===== src/rtl/mips_mem_pkg.sv =====
// mips_mem_pkg: shared definitions for the MEM-stage load/store initiator.
//   - size encodings for req_size (11 behaves as a word)
//   - controller state enum
//   - request attribute struct captured at acceptance
//   - misalignment helper used when MEM_ACCESS_ALIGN_CHECK_EN is defined
package mips_mem_pkg;

  localparam int NUM_LANES = 4;
  localparam int LANE_W    = 8;

  localparam logic [1:0] SZ_BYTE = 2'b00;
  localparam logic [1:0] SZ_HALF = 2'b01;
  localparam logic [1:0] SZ_WORD = 2'b10;

  typedef enum logic [1:0] {IDLE, RD, WR, RESP} state_e;

  typedef struct packed {
    logic       we;
    logic [1:0] size;
    logic       sgn;
  } req_attr_t;

  // Half at an odd byte, or word (incl. size 11) off a word boundary.
  function automatic logic is_misaligned(input logic [1:0] size, input logic [1:0] lo);
    if (size == SZ_BYTE)      return 1'b0;
    else if (size == SZ_HALF) return lo[0];
    else                      return lo != 2'b00;
  endfunction

endpackage


===== src/rtl/mem_lane_align.sv =====
// mem_lane_align: combinational byte-lane steering, shared by the load and
// read-modify-write store paths.
//   word_i    : memory word (fresh mem_rdata on loads, captured word on RMW)
//   addr_lo_i : byte offset within the word (little-endian lanes)
//   size_i    : SZ_BYTE / SZ_HALF / word
//   signed_i  : sign-extend loaded byte/half
//   wdata_i   : right-justified store data
//   load_o    : extracted and extended load value
//   merge_o   : word_i with the addressed lane(s) replaced by wdata_i
module mem_lane_align
  import mips_mem_pkg::*;
(
  input  logic [NUM_LANES*LANE_W-1:0] word_i,
  input  logic [1:0]                  addr_lo_i,
  input  logic [1:0]                  size_i,
  input  logic                        signed_i,
  input  logic [NUM_LANES*LANE_W-1:0] wdata_i,
  output logic [NUM_LANES*LANE_W-1:0] load_o,
  output logic [NUM_LANES*LANE_W-1:0] merge_o
);

  logic [NUM_LANES-1:0][LANE_W-1:0] word_l, wrep_l, merge_l;
  logic [LANE_W-1:0]                byte_sel;
  logic [2*LANE_W-1:0]              half_sel;

  assign word_l   = word_i;
  assign byte_sel = word_l[addr_lo_i];
  assign half_sel = addr_lo_i[1] ? word_i[31:16] : word_i[15:0];

  always_comb begin
    load_o = word_i;
    wrep_l = wdata_i;
    case (size_i)
      SZ_BYTE: begin
        load_o = {{24{signed_i & byte_sel[7]}}, byte_sel};
        wrep_l = {4{wdata_i[7:0]}};
      end
      SZ_HALF: begin
        load_o = {{16{signed_i & half_sel[15]}}, half_sel};
        wrep_l = {2{wdata_i[15:0]}};
      end
      default: ;
    endcase
  end

  // Store data is replicated across lanes; each lane then just picks
  // replicated data or the original byte.
  for (genvar k = 0; k < NUM_LANES; k++) begin : g_lane
    localparam logic [1:0] KL = 2'(k);
    logic en;
    always_comb begin
      case (size_i)
        SZ_BYTE: en = (addr_lo_i == KL);
        SZ_HALF: en = (addr_lo_i[1] == KL[1]);
        default: en = 1'b1;
      endcase
    end
    assign merge_l[k] = en ? wrep_l[k] : word_l[k];
  end

  assign merge_o = merge_l;

endmodule


===== src/rtl/mem_access_ctrl.sv =====
// mem_access_ctrl: MEM-stage load/store initiator for the 16-bit MIPS CPU.
// Accepts byte/half/word requests (valid/ready), converts byte addresses to
// word addresses, does read-modify-write for sub-word stores and returns
// extended load data (valid/ready).
// Ports:
//   clk, reset (sync, active-high)
//   req_valid/req_ready, req_we, req_size, req_signed, req_addr, req_wdata
//   resp_valid/resp_ready, resp_rdata, resp_err
//   mem_addr, mem_wdata, mem_read, mem_write, mem_rdata
// Build option: MEM_ACCESS_ALIGN_CHECK_EN -- when defined, misaligned half or
// word requests skip memory and respond with resp_err=1, resp_rdata=0.
module mem_access_ctrl
  import mips_mem_pkg::*;
#(
  parameter int DATA_W      = 32,
  parameter int ADDR_W      = 32,
  parameter int MEM_LATENCY = 1
) (
  input  logic              clk,
  input  logic              reset,
  input  logic              req_valid,
  output logic              req_ready,
  input  logic              req_we,
  input  logic [1:0]        req_size,
  input  logic              req_signed,
  input  logic [ADDR_W-1:0] req_addr,
  input  logic [DATA_W-1:0] req_wdata,
  output logic              resp_valid,
  input  logic              resp_ready,
  output logic [DATA_W-1:0] resp_rdata,
  output logic              resp_err,
  output logic [ADDR_W-1:0] mem_addr,
  output logic [DATA_W-1:0] mem_wdata,
  output logic              mem_read,
  output logic              mem_write,
  input  logic [DATA_W-1:0] mem_rdata
);

  localparam logic [3:0] LAT_LAST = 4'(MEM_LATENCY - 1);

  state_e            state_q, state_d;
  logic [3:0]        cnt_q, cnt_d;
  req_attr_t         attr_q, attr_d;
  logic [ADDR_W-1:0] addr_q, addr_d;
  logic [DATA_W-1:0] wdata_q, wdata_d;
  logic [DATA_W-1:0] rdata_q, rdata_d;
  logic [DATA_W-1:0] resp_rdata_q, resp_rdata_d;
  logic              resp_err_q, resp_err_d;
  logic              mis;
  logic [DATA_W-1:0] align_word, load_data, merged;

`ifdef MEM_ACCESS_ALIGN_CHECK_EN
  assign mis = is_misaligned(req_size, req_addr[1:0]);
`else
  assign mis = 1'b0;
`endif

  // Loads extract straight from the memory bus on the sampling edge; the RMW
  // write merges into the word captured at that edge.
  assign align_word = (state_q == RD) ? mem_rdata : rdata_q;

  mem_lane_align u_align (
    .word_i    (align_word),
    .addr_lo_i (addr_q[1:0]),
    .size_i    (attr_q.size),
    .signed_i  (attr_q.sgn),
    .wdata_i   (wdata_q),
    .load_o    (load_data),
    .merge_o   (merged)
  );

  always_comb begin
    state_d      = state_q;
    cnt_d        = cnt_q;
    attr_d       = attr_q;
    addr_d       = addr_q;
    wdata_d      = wdata_q;
    rdata_d      = rdata_q;
    resp_rdata_d = resp_rdata_q;
    resp_err_d   = resp_err_q;
    case (state_q)
      IDLE: if (req_valid) begin
        attr_d       = '{we: req_we, size: req_size, sgn: req_signed};
        addr_d       = req_addr;
        wdata_d      = req_wdata;
        cnt_d        = '0;
        resp_rdata_d = '0;
        resp_err_d   = mis;
        if (mis)                    state_d = RESP;
        else if (req_we && req_size[1]) state_d = WR;   // whole-word store
        else                        state_d = RD;
      end
      RD: begin
        if (cnt_q == LAT_LAST) begin
          rdata_d = mem_rdata;
          if (attr_q.we) state_d = WR;
          else begin
            resp_rdata_d = load_data;
            state_d      = RESP;
          end
        end else begin
          cnt_d = cnt_q + 4'd1;
        end
      end
      WR:   state_d = RESP;
      RESP: if (resp_ready) state_d = IDLE;
      default: state_d = IDLE;
    endcase
  end

  always_ff @(posedge clk) begin
    if (reset) begin
      state_q      <= IDLE;
      cnt_q        <= '0;
      attr_q       <= '0;
      addr_q       <= '0;
      wdata_q      <= '0;
      rdata_q      <= '0;
      resp_rdata_q <= '0;
      resp_err_q   <= 1'b0;
    end else begin
      state_q      <= state_d;
      cnt_q        <= cnt_d;
      attr_q       <= attr_d;
      addr_q       <= addr_d;
      wdata_q      <= wdata_d;
      rdata_q      <= rdata_d;
      resp_rdata_q <= resp_rdata_d;
      resp_err_q   <= resp_err_d;
    end
  end

  assign req_ready  = (state_q == IDLE) && !reset;
  assign resp_valid = (state_q == RESP);
  assign resp_rdata = resp_rdata_q;
  assign resp_err   = resp_err_q;
  assign mem_read   = (state_q == RD);
  assign mem_write  = (state_q == WR);
  assign mem_addr   = addr_q >> 2;
  // A word store enables every lane, so merged equals the store data.
  assign mem_wdata  = (state_q == WR) ? merged : '0;

endmodule


===== config.mk =====
export PLATFORM = sky130hd
export DESIGN_NAME = mem_access_ctrl
export DESIGN_NICKNAME = d
export VERILOG_FILES = /design/src/rtl/mips_mem_pkg.sv /design/src/rtl/mem_lane_align.sv /design/src/rtl/mem_access_ctrl.sv
export SDC_FILE = /design/constraint.sdc
export NUM_CORES = 1
export LEC_CHECK = 0
export ABC_AREA = 0
export BUFFER_PORTS_ARGS = -buffer_cell sky130_fd_sc_hd__buf_2
export CAP_MARGIN = 20
export CORE_MARGIN = 3
export CORE_UTILIZATION = 57
export DETAILED_ROUTE_END_ITERATION = 10
export PLACE_DENSITY = 0.87
export SYNTH_ARGS = -nofsm -noshare
export SYNTH_HDL_FRONTEND = slang
export SYNTH_HIERARCHICAL = 1
export SYNTH_SLANG_ARGS = --single-unit

===== constraint.sdc =====
create_clock -name clk -period 5.1 [get_ports clk]
set_input_delay 0.51 -clock clk [delete_from_list [all_inputs] [get_ports clk]]
set_output_delay 0.51 -clock clk [all_outputs]
set_load 0.03 [all_outputs]

-- After elaboration in Yosys (flattened, before gate mapping)
Cells that the tools add are included.
W data, S select, Z words.
- bits in writable memories: 0
- memories kept: 0
- latch bits: 0
- ROM bits: 0
- register bits after elaboration: 138
- shift-type cells: 0
- reductions and logical operators: 13
- add/subtract/negate cells: 1
- div/mod/pow operators: 0
- multipliers: 0
- bitwise logic cells: 3
- muxes and demuxes: 28
- equality and inequality tests: 12
- $lt $le $gt $ge: 1
- operators with widths (kind ; number):
    $pmux W32 S2 ; 3
    $mux W32 ; 5
    $mux W8 ; 5
    $bmux W8 S2 ; 1
    $mux W16 ; 1
    $eq A2 B2 Y1 const B ; 4
    $mux W2 ; 4
    $mux W4 ; 2
    $pmux W1 S2 ; 4
    $pmux W2 S4 ; 1
    $pmux W4 S2 ; 1
    $eq A2 B1 Y1 const B ; 3
    $logic_not A2 Y1 ; 3
    $ne A2 B2 Y1 const B ; 3
    $reduce_and A3 Y1 ; 2
    $add A4 B1 Y4 const B ; 1
    $logic_not A4 Y1 ; 1
    $ne A2 B1 Y1 const B ; 2
    $reduce_and A2 Y1 ; 2
    $reduce_and A4 Y1 ; 1
    $lt A2 B3 Y1 const B ; 1
    $and A1 B1 Y1 ; 2
    $logic_and A1 B1 Y1 ; 2
    $reduce_bool A2 Y1 ; 1
    other kinds (3) ; 3

-- Depth between registers and ports, before layout
- word-level depth: 9
- mapped depth: 12
- depth with buffers taken out: 8

-- Cells and area by module
The synthesis kept the hierarchy.
- modules (own cells, without submodules) (module ; cells an instance ; times used ; sequential area each (um^2) ; area each (um^2)):
    mem_access_ctrl ; 742 ; 1 ; 2762.6 ; 5939.4
    mem_lane_align ; 195 ; 1 ; 0.0 ; 1567.8

-- Worst setup path after synthesis
Ideal clock, no wire load.
- path kind: reg2reg
- start point: register state_q[1]
- end point: register resp_rdata_q[18] (netlist: resp_rdata[18])
- slack: 2126 ps
- stages on the path, launching flop included: 13
- clock period less this slack: 2974 ps
- required time: 4968 ps
- data arrival time: 2841 ps
- buffers on the path: 4
- cells stage by stage: dfxtp_1 inv_1 ha_1 clkbuf_1 buf_2 buf_2 mux2_2 mux2_2 a31oi_4 buf_4 o22ai_1 nand3_1 a21oi_1
- word-level cells in the longest chain between the ends: 9
- ends and longest elaborated chain (element ; RTL line ; RTL):
    from (decl) ; mem_access_ctrl.sv:41 ; state_e state_q, state_d;
    from (signal assigned) ; mem_access_ctrl.sv:122 ; state_q <= state_d;
    $eq A2 B1 Y1 * ; -- ;
    via mem_read ; mem_access_ctrl.sv:34 ; output logic mem_read,
    $mux W32 * ; mem_access_ctrl.sv:60 ; assign align_word = (state_q == RD) ? mem_rdata : rdata_q;
    via align_word[15] ; mem_access_ctrl.sv:50 ; logic [DATA_W-1:0] align_word, load_data, merged;
    $bmux W8 S2 ; mem_lane_align.sv:27 ; assign byte_sel = word_l[addr_lo_i];
    $mux W8 (not written as such) ; mem_lane_align.sv:27 ;
    $and A1 B1 Y1 ; mem_lane_align.sv:35 ; load_o = {{24{signed_i & byte_sel[7]}}, byte_sel};
    $pmux W32 S2 * ; mem_lane_align.sv:33 ; case (size_i)
    via load_data[18] ; mem_access_ctrl.sv:50 ;
    $mux W32 * ; mem_access_ctrl.sv:96 ; if (attr_q.we) state_d = WR;
    $mux W32 * ; mem_access_ctrl.sv:94 ; if (cnt_q == LAT_LAST) begin
    $pmux W32 S2 * ; mem_access_ctrl.sv:81 ; case (state_q)
    to (signal assigned) ; mem_access_ctrl.sv:128 ; resp_rdata_q <= resp_rdata_d;
    to (decl) ; mem_access_ctrl.sv:47 ; logic [DATA_W-1:0] resp_rdata_q, resp_rdata_d;
The timed path passes the listed nets; every way through them passes the cells marked *. The select of a mux whose other input is x is not followed.
A chain may end at the register's enable or synchronous reset.

-- Worst setup path after layout
- start point: register attr_q[1] (netlist bit)
- end point: output mem_wdata[15]
- word-level cells in the longest chain between the ends: 4
- ends and longest elaborated chain (element ; RTL line ; RTL):
    from (decl) ; mem_access_ctrl.sv:43 ; req_attr_t attr_q, attr_d;
    from (signal assigned) ; mem_access_ctrl.sv:124 ; attr_q <= attr_d;
    $eq A2 B1 Y1 / $logic_not A2 Y1 (equally long branches) ; mem_lane_align.sv:33, mem_lane_align.sv:52 ;
    $pmux W32 S2 / $pmux W1 S2 (equally long branches) ; mem_lane_align.sv:33, mem_lane_align.sv:52 ;
    $mux W8 * ; mem_lane_align.sv:58 ; assign merge_l[k] = en ? wrep_l[k] : word_l[k];
    via merged[15] ; mem_access_ctrl.sv:50 ;
    $mux W32 * ; mem_access_ctrl.sv:141 ; assign mem_wdata = (state_q == WR) ? merged : '0;
    to (decl) ; mem_access_ctrl.sv:33 ; output logic [DATA_W-1:0] mem_wdata,
The timed path passes the listed nets; every way through them passes the cells marked *.

==> metrics.yaml <==
grt_start_max_net_pins: 78
cp-end-kind: "output pin"
period_needed_ns: 3.598
p_total_mw: 4.878
synth_edf_count: 0
synth_largest_area_cell: "dfxtp_1"
placed_area_um2: 8128
r2r_setup_slack_ns: 1.81
ys_seq_area_share_pct: 36.80
vias_per_cell: 5.714
antennaDiodeCount: 0
h-tree-depth: 4
stdcell_area_um2: 8817
netlist_instances: 937
cts_tree: "yes"
cts_max_path_buffers: 2
status: "finished clean"
dr_total_vias: 7091
max_stage_delay_ns: 0.95
io_pins: 205
power_density_nw_per_um2: 553.3
core_um2: 12770
area_growth_pct: 17.45
dieArea_um2: 14580
drt_pass1_iterations: 7
first_iter_violations: 817
cp.required_ns: 4.59
critPathLaunch: "attr_q[1]"
whs_ns: 0.3156
synth_top_area_share_pct: 36.80
timing.critical_path.to: "mem_wdata[15]"
setup_viol: 0
ctsHoldBuffers: 0
hp-class: "input port to register"
utilization_pct: 69.03
setup_ws_ns: 1.502
ctsResizeCount: 0
drt-total-wl_mm: 21.84
dp_cells: 1208
crit_family: "flip-flops"
place_congestion: 0.9772
worst_skew_pair.late_latency_ns: 0.43
crit_buf_inv: 1
drc: 0
synth-main-ff-cell: "dfxtp_1"
synth_async_sr_flop_share_pct: 0
grt_pass1_wl_mm: 33.93
antenna_left: 0
fin_skew_ns: 0.006616
cts-root-buf: "clkbuf_16"
tightest_slew_ns: 1.291
synth_cell_types: 52
path_cells: "or2_1, mux2_4, mux2_4, and2_1, buf_2"
cpMostUsedCell: "mux2_4"
fillers: 1038
synth_area_leaders: "dfxtp_1 (37%), nand2_1 (13%), a21oi_1 (9.1%)"
rows: 41
crit_path_start_kind: "register"
drive_above_1_share_pct: 30.12
wire_per_inst_um: 17.60
worst_ir_drop_vdd_mv: 0.3484
hold_viol_final: 0
timing.fmax_mhz: 277.9
finalNonFillerCells: 1241
pre_cts_ws_ns: 1.904
setup_tns_ns: 0
cts_sinks: 138
antenna_found_initial: 1
worstPathArrival_ns: 3.09
power.leakage_nw: 3.834
max_slew_margin_pct: 13.91
cp_max_fo: 23
synth_area_per_cell_um2: 8.012
slowest_stage: "dfxtp_1"
die_w_um: 120.8
fin_crit_sh_pct: 70.56
nets: 1167
grt-ovfl-total: 0
cts_setup_buffers: 0
grt_pass1_vias: 6753
cts_buffers: 17
r2r-start: "state_q[1]"
yosysWarningCount: 6
syn_area_um2: 7507
finalMaxSlewViolations: 0
cp.depth: 5
cap_violations: 0
portBuffers: 201
rsz0062_at_grt: "false"
initial_utilization_pct: 58.77
ys_ff_latch: 138
track_usage_pct: 29.65
hpwl_mm: 14.87
die_h_um: 120.8
rr_endpoint: "resp_rdata[15]"
rr_worst_depth: 8
path_class: "register to output pin"
path_clk_slew_ns: 0.06
## cell usage after synthesis, types with 2 or more instances
cell type  instances
nand2_1          253
dfxtp_1          138
a21oi_1          137
mux2_2            57
clkbuf_1          40
buf_4             36
nand3_1           35
and2_1            34
mux2i_1           32
nor2b_1           20
buf_2             18
o22ai_1           17
inv_1             15
nor2_1            11
mux2_4            10
o21ai_0           10
buf_6              9
a221o_1            7
ha_1               7
o221ai_1           7
nand2b_1           5
buf_1              4
a221oi_1           2
clkbuf_8           2
o21bai_2           2
o32ai_1            2
or2b_1             2
## cell type report
cell class	count	area (um^2)	area share, %
repair buffers	207	1061	12.03
clock inverters	13	221.5	2.512
well taps	172	215.2	2.441
flip-flops and latches	138	2763	31.33
multi-input cells	677	4048	45.91
inverters	15	56.30	0.6386
clock buffers	19	452.9	5.137
## cells by family (layout without fill, tap and decap cells)
group | Yosys count | count (layout) | synth area share (%)
adders and majority gates | 7 | 7 | 1.167
muxes | 100 | 100 | 15.12
and+or+nand+nor | 372 | 372 | 21.93
DFF | 138 | 138 | 36.80
buffers and inverters | 124 | 254 | 9.467
other | 1 | 3 | 0.04995
AOI/OAI and AO/OA | 195 | 195 | 15.47
## registers in the layout (all words and copies together) (netlist names)
signal and flops:
addr_q 32, attr_q 4, cnt_q 4, rdata_q 32, resp_rdata 32, state_q 2
wdata_q 32
## tightest hold or removal path, stage by stage
cell and delay (ns):
buf_2 0.09, nand2_1 0.04, a21oi_1 0.05
## routing by layer
layer  vias to the layer above  wire [um]  global-route usage (%)
li1                       3367          -                       -
met1                      3274       8604                   36.60
met2                       377      10300                   47.82
met3                        71       2035                   7.905
met4                         2        894                   14.73
met5                         -         13                       0
## power breakdown
| part | internal, mW | switching, mW |
|---|---|---|
| sequential | 1.26 | 0.141 |
| clock | 0.938 | 0.467 |
| combinational | 0.719 | 1.35 |
## how the worst min path moves through the flow
stage	start	end	cells past startpoint
detailed placement	resp_rdata[7]	resp_rdata[7]	2
global placement	addr_q[16]	addr_q[16]	2
CTS	req_addr[9]	addr_q[9]	3
finish	req_addr[20]	addr_q[20]	3
global route	req_wdata[6]	wdata_q[6]	3
floorplan	wdata_q[16]	wdata_q[16]	2
## layout by cell type, fill, tap and decap left out, drive strengths merged, types with 2 or more instances in the layout
master / instances
nand2: 253
buf: 207
a21oi: 139
dfxtp: 138
mux2: 67
nand3: 35
and2: 34
mux2i: 32
nor2b: 21
clkbuf: 19
o22ai: 17
inv: 15
nor2: 12
o21ai: 10
a221o: 8
o221ai: 7
ha: 7
bufinv: 6
clkinv: 6
nand2b: 5
conb: 3
a221oi: 3
or2: 3
or2b: 2
o32ai: 2
o21bai: 2
or3b: 2
a31oi: 2
Power figures use the tool's default switching activity.
